===== config.mk =====
export PLATFORM = sky130hd
export DESIGN_NAME = medidor_frequencia
export DESIGN_NICKNAME = d
export VERILOG_FILES = /design/src/rtl/medidor_frequencia.sv
export SDC_FILE = /design/constraint.sdc
export NUM_CORES = 1
export LEC_CHECK = 0
export BUFFER_PORTS_ARGS = -buffer_cell sky130_fd_sc_hd__buf_2
export CAP_MARGIN = 20
export CORE_MARGIN = 2
export CORE_UTILIZATION = 55
export DETAILED_ROUTE_END_ITERATION = 12
export PLACE_DENSITY = 0.76
export SLEW_MARGIN = 15
export SYNTH_ARGS = -nofsm -noshare
export SYNTH_HDL_FRONTEND = slang
export SYNTH_SLANG_ARGS = --single-unit

===== constraint.sdc =====
create_clock -name clk -period 2.15 [get_ports clk]
set_clock_uncertainty 0.1 [all_clocks]
set_input_delay 0.215 -clock clk [delete_from_list [all_inputs] [get_ports clk]]
set_output_delay 0.215 -clock clk [all_outputs]
set_load 0.02 [all_outputs]

===== src/rtl/medidor_frequencia.sv =====
// medidor_frequencia: frequency meter for the phase-accumulator square-wave generator.
// Aligns on a rising edge of sig_in, counts rises over a gate window of N = 2^(WIDTH+1) clk,
// and reports the recovered tuning word (rises - 1) on a valid/ready port.
// If no rise arrives within 2N clk of arming, it reports 0 with the nosig flag set.
// Optional build macro MEDIDOR_FREQ_AVG_EN: each result is the truncated average of
// four consecutive gate windows. A timed-out window contributes 0 and sets nosig.
module medidor_frequencia #(
  parameter int WIDTH    = 8,
  parameter int SYNC_STG = 2
) (
  input  logic             clk,
  input  logic             rst,
  input  logic             enable,
  input  logic             sig_in,
  output logic [WIDTH-1:0] meas_data,
  output logic             meas_valid,
  input  logic             meas_ready,
  output logic             nosig
);

  typedef enum logic [1:0] {
    IDLE,
    ARM,
    GATE,
    DONE
  } state_t;

  // The arm timeout is 2N-1 and the last window index is N-1. Both are all-ones values.
  localparam logic [WIDTH+1:0] TIMER_LAST = '1;
  localparam logic [WIDTH:0]   WIN_LAST   = '1;

  state_t             state;
  logic [SYNC_STG-1:0] sync_q;
  logic               s_d;
  logic               rise;
  logic [WIDTH+1:0]   timer;
  logic [WIDTH:0]     win_cnt;
  logic [WIDTH:0]     edge_cnt;
  logic [WIDTH:0]     gate_total;
  logic [WIDTH-1:0]   win_res;

`ifdef MEDIDOR_FREQ_AVG_EN
  logic [WIDTH+1:0]   avg_acc;
  logic [1:0]         avg_idx;
  logic               avg_nosig;
  logic [WIDTH+1:0]   avg_sum;
`endif

  // Metastability guard for the asynchronous input. The oldest flop feeds edge detection.
  always_ff @(posedge clk or negedge rst) begin
    if (!rst) sync_q <= '0;
    else      sync_q <= {sync_q[SYNC_STG-2:0], sig_in};
  end

  // Delayed copy of the synchronized level, used to detect rising edges.
  always_ff @(posedge clk or negedge rst) begin
    if (!rst) s_d <= 1'b0;
    else      s_d <= sync_q[SYNC_STG-1];
  end

  assign rise = sync_q[SYNC_STG-1] & ~s_d;

  // Rise count including the current cycle; the window result is that count minus one, saturating at 0.
  always_comb begin
    gate_total = edge_cnt + {{WIDTH{1'b0}}, rise};
    win_res    = '0;
    if (gate_total != '0) win_res = gate_total[WIDTH-1:0] - WIDTH'(1);
  end

`ifdef MEDIDOR_FREQ_AVG_EN
  // Running sum of the finished windows plus the window that is closing now.
  always_comb avg_sum = avg_acc + {2'b00, win_res};
`endif

  // Measurement FSM: arm on an alignment edge, gate for N cycles, then hold the result until it is accepted.
  always_ff @(posedge clk or negedge rst) begin
    if (!rst) begin
      state      <= IDLE;
      timer      <= '0;
      win_cnt    <= '0;
      edge_cnt   <= '0;
      meas_data  <= '0;
      meas_valid <= 1'b0;
      nosig      <= 1'b0;
`ifdef MEDIDOR_FREQ_AVG_EN
      avg_acc    <= '0;
      avg_idx    <= '0;
      avg_nosig  <= 1'b0;
`endif
    end else begin
      case (state)
        IDLE: begin
          if (enable) begin
            state <= ARM;
            timer <= '0;
          end
        end

        ARM: begin
          if (!enable) begin
            state <= IDLE;
`ifdef MEDIDOR_FREQ_AVG_EN
            avg_acc   <= '0;
            avg_idx   <= '0;
            avg_nosig <= 1'b0;
`endif
          end else if (rise) begin
            state    <= GATE;
            win_cnt  <= '0;
            edge_cnt <= '0;
          end else if (timer == TIMER_LAST) begin
`ifdef MEDIDOR_FREQ_AVG_EN
            if (avg_idx == 2'd3) begin
              state      <= DONE;
              meas_valid <= 1'b1;
              meas_data  <= avg_acc[WIDTH+1:2];
              nosig      <= 1'b1;
              avg_acc    <= '0;
              avg_idx    <= '0;
              avg_nosig  <= 1'b0;
            end else begin
              avg_idx   <= avg_idx + 2'd1;
              avg_nosig <= 1'b1;
              timer     <= '0;
            end
`else
            state      <= DONE;
            meas_valid <= 1'b1;
            meas_data  <= '0;
            nosig      <= 1'b1;
`endif
          end else begin
            timer <= timer + (WIDTH+2)'(1);
          end
        end

        GATE: begin
          if (!enable) begin
            state <= IDLE;
`ifdef MEDIDOR_FREQ_AVG_EN
            avg_acc   <= '0;
            avg_idx   <= '0;
            avg_nosig <= 1'b0;
`endif
          end else if (win_cnt == WIN_LAST) begin
`ifdef MEDIDOR_FREQ_AVG_EN
            if (avg_idx == 2'd3) begin
              state      <= DONE;
              meas_valid <= 1'b1;
              meas_data  <= avg_sum[WIDTH+1:2];
              nosig      <= avg_nosig;
              avg_acc    <= '0;
              avg_idx    <= '0;
              avg_nosig  <= 1'b0;
            end else begin
              state   <= ARM;
              timer   <= '0;
              avg_acc <= avg_sum;
              avg_idx <= avg_idx + 2'd1;
            end
`else
            state      <= DONE;
            meas_valid <= 1'b1;
            meas_data  <= win_res;
            nosig      <= 1'b0;
`endif
          end else begin
            win_cnt  <= win_cnt + (WIDTH+1)'(1);
            edge_cnt <= gate_total;
          end
        end

        DONE: begin
          if (meas_ready) begin
            meas_valid <= 1'b0;
            timer      <= '0;
            state      <= enable ? ARM : IDLE;
          end
        end

        default: state <= IDLE;
      endcase
    end
  end

endmodule


# --- Yosys cells after proc, flatten, opt, wreduce, memory -nomap -nowiden ---
# Cells that the tools add are included.
word_totals:
  ram_bits: 0
  out_inout_bits: 10
  n_memories: 0
  latch_bits: 0
  regBits: 43
  mem_bits_ro: 0
op_classes:
  bitwise_logic: 2
  muxes: 40
  n_lt_le_gt_ge: 0
  n_shift: 0
  n_reduce_logical: 10
  n_eq_ne: 17
  add_sub_neg: 4
  mul: 0
  div_mod_pow: 0
op_table:
  columns: ["op", "n"]
  rows:
  - ["$mux 9", 6]
  - ["$mux 10", 5]
  - ["$mux 8", 6]
  - ["$pmux 9 s2", 2]
  - ["$pmux 10 s3", 1]
  - ["$ne 2x2->1 const B", 10]
  - ["$pmux 8 s2", 1]
  - ["$mux 2", 7]
  - ["$reduce_and 6->1", 2]
  - ["$add 10x1->10 const B", 1]
  - ["$eq 10x10->1 const B", 1]
  - ["$add 9x1->9", 1]
  - ["$add 9x1->9 const B", 1]
  - ["$eq 9x9->1 const B", 1]
  - ["$mux 1", 9]
  - ["$reduce_bool 9->1", 1]
  - ["$pmux 2 s4", 1]
  - ["$sub 8x1->8 const B", 1]
  - ["$reduce_and 7->1", 1]
  - ["$reduce_bool 3->1", 2]
  - ["$reduce_and 5->1", 1]
  - ["$eq 2x2->1 const B", 2]
  - ["$ne 4x4->1 const B", 1]
  - ["$reduce_and 4->1", 1]
  - ["8 further kinds", 8]

# --- Logic depth before layout (Yosys ltp) ---
# Gate-level depths: netlist of run 1.
logic_depth:
  ltp_word: 8
  depth_mapped: 11
  ltp_nobuf: 10

# --- Worst setup path after synthesis of run 1 ---
# Ideal clock, no wire load.
synth_path:
  kind: "register -> register"
  startpoint: "reg s_d"
  endpoint: "reg meas_data[0]"
  period_less_slack_ns: 2.333
  required_ns: 1.929
  stages_incl_launch_ff: 11
  setup_ns: 0.121
  t_arrival_ns: 2.112
  path_slack_ns: -0.183
  n_path_buf: 1
  cell_sequence: "dfrtp_1 -> nand2b_1 -> inv_1 -> ha_1 -> buf_2 -> xnor2_1 -> ha_1 -> and3b_1 -> a31oi_1 -> o311a_4 -> a22o_1"
synth_between:
  elab_chain_cells: 8
  word_cells_on_any_way: 11
synth_rtl:
  columns: ["item", "line", "rtl"]
  rows:
  - ["start, declared", "34", "logic s_d;"]
  - ["start signal, assigned", "58", "else s_d <= sync_q[SYNC_STG-1];"]
  - ["$not 1->1 (*)", "61", "assign rise = sync_q[SYNC_STG-1] & ~s_d;"]
  - ["$and 1x1->1 (*)", "61", null]
  - ["$add 9x1->9", "65", "gate_total = edge_cnt + {{WIDTH{1'b0}}, rise};"]
  - ["$sub 8x1->8 / $reduce_bool 9->1 (equally long branches)", "67", "if (gate_total != '0) win_res = gate_total[WIDTH-1:0] - WIDTH'(1);"]
  - ["$mux 8", "67", null]
  - ["$mux 8", "145", "end else if (win_cnt == WIN_LAST) begin"]
  - ["$mux 8", "138", "if (!enable) begin"]
  - ["$pmux 8 s2", "91", "case (state)"]
  - ["end signal, assigned", "164", "meas_data <= win_res;"]
  - ["end, declared", "15", "output logic [WIDTH-1:0] meas_data,"]
# Every way passes the cells marked *; elsewhere a longest branch is shown, timed or not. The select of a mux whose other input is x is not followed.
# A chain may end at the register's enable or synchronous reset.

# --- Final worst setup path of run 1 ---
layout_path:
  startpoint: "reg sync_q[1]"
  endpoint: "reg meas_data[4]"
layout_between:
  elab_chain_cells: 7
  word_cells_on_any_way: 10
layout_rtl:
  columns: ["item", "line", "rtl"]
  rows:
  - ["start, declared", "33", "logic [SYNC_STG-1:0] sync_q;"]
  - ["start signal, assigned", "52", "else sync_q <= {sync_q[SYNC_STG-2:0], sig_in};"]
  - ["$and 1x1->1 (*)", "61", null]
  - ["$add 9x1->9", "65", null]
  - ["$sub 8x1->8 / $reduce_bool 9->1 (equally long branches)", "67", null]
  - ["$mux 8", "67", null]
  - ["$mux 8", "145", null]
  - ["$mux 8", "138", null]
  - ["$pmux 8 s2", "91", null]
# Marked as above.

==> impl_metrics.py, run 1 <==
metrics = {
    "status": {
        "outcome": "complete, but fails checks",
        "violations": "negative setup slack",
    },
    "setup_path": {
        "worst_setup_path_end_kind": "register",
        "worstPathArrival_ns": 2.28,
        "reg2reg_from": "sync_q[1]",
        "crit_path_start": "sync_q[1]",
        "critPathMaxFanout": 8,
        "crit_required_ns": 2.23,
        "start_kind": "register",
        "critPathKind": "register to register",
    },
    "min_path": {
        "hp-start": "meas_ready",
        "hold_class": "input port to register",
    },
    "sta": {
        "setup_viol": 9,
        "finalHoldViolCount": 0,
        "drv_slew": 0,
        "fin_crit_ns": 2.201,
        "rsz0062_at_grt": "yes",
        "timing.hold.ws_ns": 0.1381,
        "slew_headroom": 0.4140,
        "fmaxAchievable_mhz": 454.4,
        "tightest_slew_ns": 0.8723,
        "timing.setup.tns_ns": -0.3232,
        "post-route-period-util": 1.024,
        "worst_slack_ns": -0.05054,
    },
    "synthesis": {
        "synth_top_cell_area_share": 0.4103,
        "netlist_top_cells_area": "dfrtp_1, ha_1, xnor2_1",
        "synth_edf_count": 0,
        "synth.avg_cell_area_um2": 9.536,
        "synth_most_common_cell": "dfrtp_1",
        "synth_cell_type_count": 50,
        "synth_top_cells_by_count": "dfrtp_1, nand2_1, nor2_1",
        "synth-seq-area-share": 0.4103,
        "syn_nets": 292,
        "mappedNetlistArea_um2": 2623,
        "yosys.area.top_type": "dfrtp_1",
        "postSynth.asyncResetShare": 1.000,
        "postSynthCellCount": 275,
        "synthFlopType": "dfrtp_1",
        "ys_warn_count": 0,
        "yosys_register_bits": 43,
    },
    "floorplan": {
        "die-area_um2": 5336,
        "core-area_um2": 4661,
        "die_y_um": 73.05,
        "initial_core_util": 0.5627,
        "rows": 25,
        "fp.dieW_um": 73.05,
        "ios": 15,
    },
    "global_route": {
        "antenna_found_initial": 0,
        "grt_pass1_wl_um": 9846,
        "grt_usage": 0.2349,
        "first_global_vias": 2195,
        "grt_max_degree": 31,
        "overflow": 0,
    },
    "detailed_routing": {
        "route.vias.total": 2377,
        "first_pass_iters": 4,
        "vias_per_cell": 6.064,
        "wire_per_inst_um": 16.73,
        "ant_nets": 0,
        "drtIter0Drc": 143,
        "drt_wl_total_um": 6558,
        "drcViolationCount": 0,
    },
    "pwr": {
        "ir_drop_mv": 0.4808,
        "p_leak_uw": 0.001525,
        "powerDensity_nw_per_um2": 827.3,
        "power.total_uw": 2757,
    },
    "finish": {
        "final_nets": 354,
        "drive_gt1_frac": 0.3077,
        "layout.cells.non_filler": 392,
        "n_antenna_cell": 0,
        "area_growth_pct": 27.05,
    },
    "clock_tree": {
        "clockBufferDepth": 2,
        "root_buffer": "clkbuf_8",
        "ctsHtreeMaxLevel": 2,
        "cts_tree": "done",
        "clk_pin_slew_ns": 0.08,
        "cts.sinks": 43,
        "cts_inserted_buffers": 5,
        "insertion_delay_ns": 0.30,
    },
    "placed_design": {
        "io_buffers": 14,
        "gp_congestion": 0.9068,
        "dp_cells": 371,
        "dp_hpwl_um": 4198,
        "pre_cts_slack_ns": -0.08550,
    },
    "flow_run": {
        "maxCapViolCount": 0,
    },
}
-- worst paths after layout --
check	end	cells past startpoint	slack, ns
setup / recovery	meas_data[4]	8	-0.05
hold / removal	meas_valid	3	0.14
setup reg to reg	meas_data[4]	8	-0.05
hold reg to reg	sync_q[1]	0	0.27
max in group asynchronous	meas_valid	3	1.00
min in group asynchronous	nosig	2	0.38
-- power by group --
group	internal [uW]	switching (uW)
Clock	376	277
Combinational	486	654
Sequential	890	73.2
-- per-stage QoR --
| stage | utilization | instance area (um^2) |
|---|---|---|
| floorplan | - | 2640 |
| global placement | 0.6459 | 3010 |
| detailed placement | 0.6459 | 3010 |
| CTS | 0.6883 | 3208 |
| global route | 0.7149 | 3332 |
| finish | 0.7149 | 3332 |
-- flip-flops by register name, summed over array words and instances (netlist names), 2 cells and up --
register	cells
win_cnt	9
sync_q	2
state	2
meas_data	8
timer	10
edge_cnt	9
-- kinds of logic after synthesis --
logic type / after synthesis / share of synthesized area
mux: 5 / 0.01956
buf+inv: 21 / 0.03626
compound gates: 64 / 0.1775
simple gates: 108 / 0.2257
fa+ha+maj: 12 / 0.05725
flops: 43 / 0.4103
xor+xnor: 22 / 0.07348
-- critical path: stages (launching register included) --
cell	delay, ns
dfrtp_1	0.42
nand2b_4	0.11
inv_6	0.05
ha_4	0.19
and3_4	0.19
a311oi_2	0.31
a31oi_1	0.11
o311a_4	0.42
a22o_1	0.20
-- cells in the final DEF (no fill, tap or decap), types with 4 or more instances in the layout --
master and n:
o31ai_1 4, ha_1 7, nand4_1 7, dfrtp_1 42, mux2i_1 4, xnor2_1 13, nor4_1 5, nand3_1 10
clkbuf_8 6, buf_4 48, buf_2 14, nand2_1 28, a21oi_1 8, o21ai_0 18, nor2_1 21, nor3_1 5
inv_1 8, xor2_1 7, a22o_1 12, or3_1 5
-- layout make-up --
cell class,instances,area [um^2]
clock inverters,2,35.03
well taps,54,67.56
clock buffers,6,82.58
repair buffers,66,473.0
multi-input cells,211,1554
inverters,10,42.54
fillers,341,1329
flip-flops and latches,43,1077
-- metal layers --
layer	track usage	share of wire	wire, um	vias to the layer above
met2	0.4034	0.49	3204	85
li1	-	-	-	1125
met5	0	0	0	-
met4	0.08230	0.034	223	0
met3	0.04834	0.043	284	22
met1	0.2908	0.43	2846	1145
-- timing repair --
| action | CTS | global route |
|---|---|---|
| setup buffers | 4 | 7 |
| hold buffers | 2 | 0 |
| endpoints found under the hold margin | 29 | 0 |
| resized for setup | 9 | 19 |
| endpoints found under the setup margin | 10 | 27 |
| pin swaps | 7 | 6 |
Note: power is estimated with default switching activity, not from simulation.
==> run 2, diff against run 1 <==
--- a/config.mk
+++ b/config.mk
@@ -5,12 +5,13 @@
 export SDC_FILE = /design/constraint.sdc
 export NUM_CORES = 1
 export LEC_CHECK = 0
+export ABC_AREA = 1
 export BUFFER_PORTS_ARGS = -buffer_cell sky130_fd_sc_hd__buf_2
 export CAP_MARGIN = 20
 export CORE_MARGIN = 2
-export CORE_UTILIZATION = 55
+export CORE_UTILIZATION = 54
 export DETAILED_ROUTE_END_ITERATION = 12
-export PLACE_DENSITY = 0.76
+export PLACE_DENSITY = 0.75
 export SLEW_MARGIN = 15
 export SYNTH_ARGS = -nofsm -noshare
 export SYNTH_HDL_FRONTEND = slang
==> impl_metrics.py, run 2 <==
metrics = {
    "status": {
        "outcome": "finished clean",
    },
    "finish": {
        "top_register": "timer",
        "final_nets": 376,
        "seq_area_um2": 1076,
        "reg_top3": "timer: 10 flops, edge_cnt: 9 flops, win_cnt: 9 flops",
        "n_antenna_cell": 0,
        "largest_reg_flops": 10,
        "layout.cells.non_filler": 412,
        "n_fill_cell": 386,
        "layout_common_cells": "nand2_1, dfrtp_1, inv_1, nor2_1, nand3_1",
        "area_growth_pct": 14.39,
        "drive_gt1_frac": 0.1639,
        "final_common_cell": "nand2_1",
        "multiInputGateArea_um2": 1269,
    },
    "placed_design": {
        "gp_congestion": 0.8138,
        "dp_hpwl_um": 3646,
        "pre_cts_slack_ns": 0.08288,
        "io_buffers": 14,
        "dp_cells": 401,
    },
    "clock_tree": {
        "cts.sinks": 43,
        "insertion_delay_ns": 0.30,
        "cts_inserted_buffers": 5,
        "clockBufferDepth": 2,
        "cts_tree": "done",
        "ctsHtreeMaxLevel": 2,
        "clk_pin_slew_ns": 0.09,
        "root_buffer": "clkbuf_8",
    },
    "detailed_routing": {
        "drt_wl_total_um": 4783,
        "route.met2.wl_um": 2121,
        "route.vias.total": 2086,
        "dr_wl_met3_um": 180,
        "ant_nets": 0,
        "drcViolationCount": 0,
        "first_pass_iters": 5,
        "wire_per_inst_um": 11.61,
        "wl_met1_um": 2426,
        "vias_per_cell": 5.063,
        "drtIter0Drc": 81,
        "routed.top_layer": "met4",
    },
    "floorplan": {
        "die-area_um2": 5145,
        "die_y_um": 71.73,
        "initial_core_util": 0.5651,
        "ios": 15,
        "core-area_um2": 4384,
        "fp.dieW_um": 71.73,
        "rows": 24,
    },
    "sta": {
        "rsz0062_at_grt": "yes",
        "post-route-period-util": 0.9202,
        "fmaxAchievable_mhz": 505.4,
        "finalHoldViolCount": 0,
        "slew_headroom": 0.6428,
        "tightest_slew_ns": 0.5358,
        "drv_slew": 0,
        "fin_crit_ns": 1.979,
        "worst_slack_ns": 0.1715,
        "setup_viol": 0,
    },
    "global_route": {
        "grt_max_degree": 44,
        "grt_pass1_wl_um": 8631,
        "antenna_found_initial": 0,
        "first_global_vias": 1987,
        "overflow": 0,
        "grt_usage": 0.2134,
    },
    "pwr": {
        "p_leak_uw": 0.001447,
        "combPwrFrac": 0.384,
        "power.net_switching_uw": 986.9,
        "ir_drop_mv": 0.4411,
        "power.internal_uw": 1484,
        "p_clk_frac": 0.231,
        "power_frac_seq": 0.385,
        "powerDensity_nw_per_um2": 872.0,
        "swShare": 0.3994,
    },
    "setup_path": {
        "start_kind": "register",
        "crit_required_ns": 2.24,
        "reg2reg_from": "state[0]",
        "r2r_end": "win_cnt[6]",
        "worstPathArrival_ns": 2.07,
        "critPathMaxFanout": 6,
        "crit_path_start": "state[0]",
        "reg2reg_depth": 11,
        "reg2reg_slack_ns": 0.17,
        "critPathKind": "register to register",
        "worst_setup_path_end_kind": "register",
    },
    "synthesis": {
        "synth_cell_type_count": 29,
        "postSynthCellCount": 329,
        "synth_most_common_cell": "nand2_1",
        "synth_edf_count": 0,
        "postSynth.asyncResetShare": 1.000,
        "synth.avg_cell_area_um2": 7.530,
        "synth-seq-area-share": 0.4343,
        "yosys_register_bits": 43,
        "synthFlopType": "dfrtp_1",
        "yosys.area.top_type": "dfrtp_1",
        "syn_nets": 346,
        "netlist_top_cells_area": "dfrtp_1, nand2_1, ha_1",
        "synth_top_cell_area_share": 0.4343,
        "mappedNetlistArea_um2": 2477,
        "ys_warn_count": 0,
        "synth_top_cells_by_count": "nand2_1, dfrtp_1, inv_1",
    },
    "min_path": {
        "holdPathStages": 3,
        "hp-start": "enable",
        "holdPathEnd": "state[0]",
        "hold_class": "input port to register",
    },
    "flow_run": {
        "maxCapViolCount": 0,
    },
}
run 2: cell types whose count changed in the layout (fill, tap and decap cells not counted), moves of 11 or more:
cell | previous run | this run
a22o_1 | 12 | 0
buf_4 | 48 | 8
inv_1 | 8 | 40
nand2_1 | 28 | 108
nand3_1 | 10 | 21
xnor2_1 | 13 | 0
run 2: per-stage QoR:
| stage | total power (uW) | setup TNS [ns] | utilization | hold slack [ns] | cell area, um^2 |
|---|---|---|---|---|---|
| finish | 2471 | 0 | 0.6464 | 0.1460 | 2834 |
| CTS | 2460 | 0 | 0.6350 | 0.1419 | 2784 |
| floorplan | 1617 | 0 | - | -0.1806 | 2477 |
| global route | 2665 | -0.01424 | 0.6464 | 0.1810 | 2834 |
| global placement | 1874 | 0 | 0.6067 | 0.2200 | 2660 |
| detailed placement | 1878 | 0 | 0.6067 | 0.2174 | 2660 |
run 2: layer usage:
metal	GRT usage	vias up
li1	-	1101
met1	0.3066	949
met2	0.3292	31
met3	0.04923	5
met4	0.05241	0
met5	0	-
run 2: area by class of cell:
cell class,instances,area share
Tap cell,52,0.02296
Inverter,45,0.06004
Multi-Input combinational cell,240,0.4477
Sequential cell,43,0.3797
Clock buffer,7,0.03400
Timing Repair Buffer,24,0.05298
Clock inverter,1,0.002649
run 2: logic make-up after synthesis:
group | Yosys count | share of synthesized area
AOI/OAI and AO/OA | 37 | 0.08889
xor gates and xnor gates | 6 | 0.02121
adders and majority gates | 12 | 0.06060
buffers and inverters | 46 | 0.07070
DFF | 43 | 0.4343
muxes | 1 | 0.004041
and+or+nand+nor | 184 | 0.3202
run 2: critical path, cell delays in order (launching register included):
cell and delay (ns):
dfrtp_1 0.42, inv_1 0.12, ha_1 0.19, inv_2 0.07
a21oi_4 0.17, nand2_2 0.10, clkinv_2 0.10, nand2_4 0.09
nor2_2 0.15, inv_1 0.10, o21ai_0 0.18, nor2_1 0.06
run 2: how the worst max path moves through the flow:
| stage | end | slack [ns] | cells past startpoint |
|---|---|---|---|
| finish | win_cnt[6] | 0.17 | 11 |
| global route | meas_data[7] | -0.01 | 15 |
| CTS | meas_data[1] | 0.07 | 13 |
| detailed placement | meas_data[1] | 0.08 | 13 |
| global placement | meas_data[1] | 0.11 | 13 |
| floorplan | win_cnt[7] | 0.30 | 12 |
run 2: what timing repair did:
action                                  CTS  global route
endpoints found under the setup margin    0            25
endpoints found under the hold margin    44             0
hold buffers                              2             0
resized for setup                         0            14
setup buffers                             0             1
run 2: power groups by stage:
stage	logic, uW	registers (uW)	clock network (uW)
6_report	949	952	570
3_5_place_dp	911	967	0
2_1_floorplan	642	975	0
3_3_place_gp	907	967	0
5_1_grt	1090	961	613
4_1_cts	922	953	585
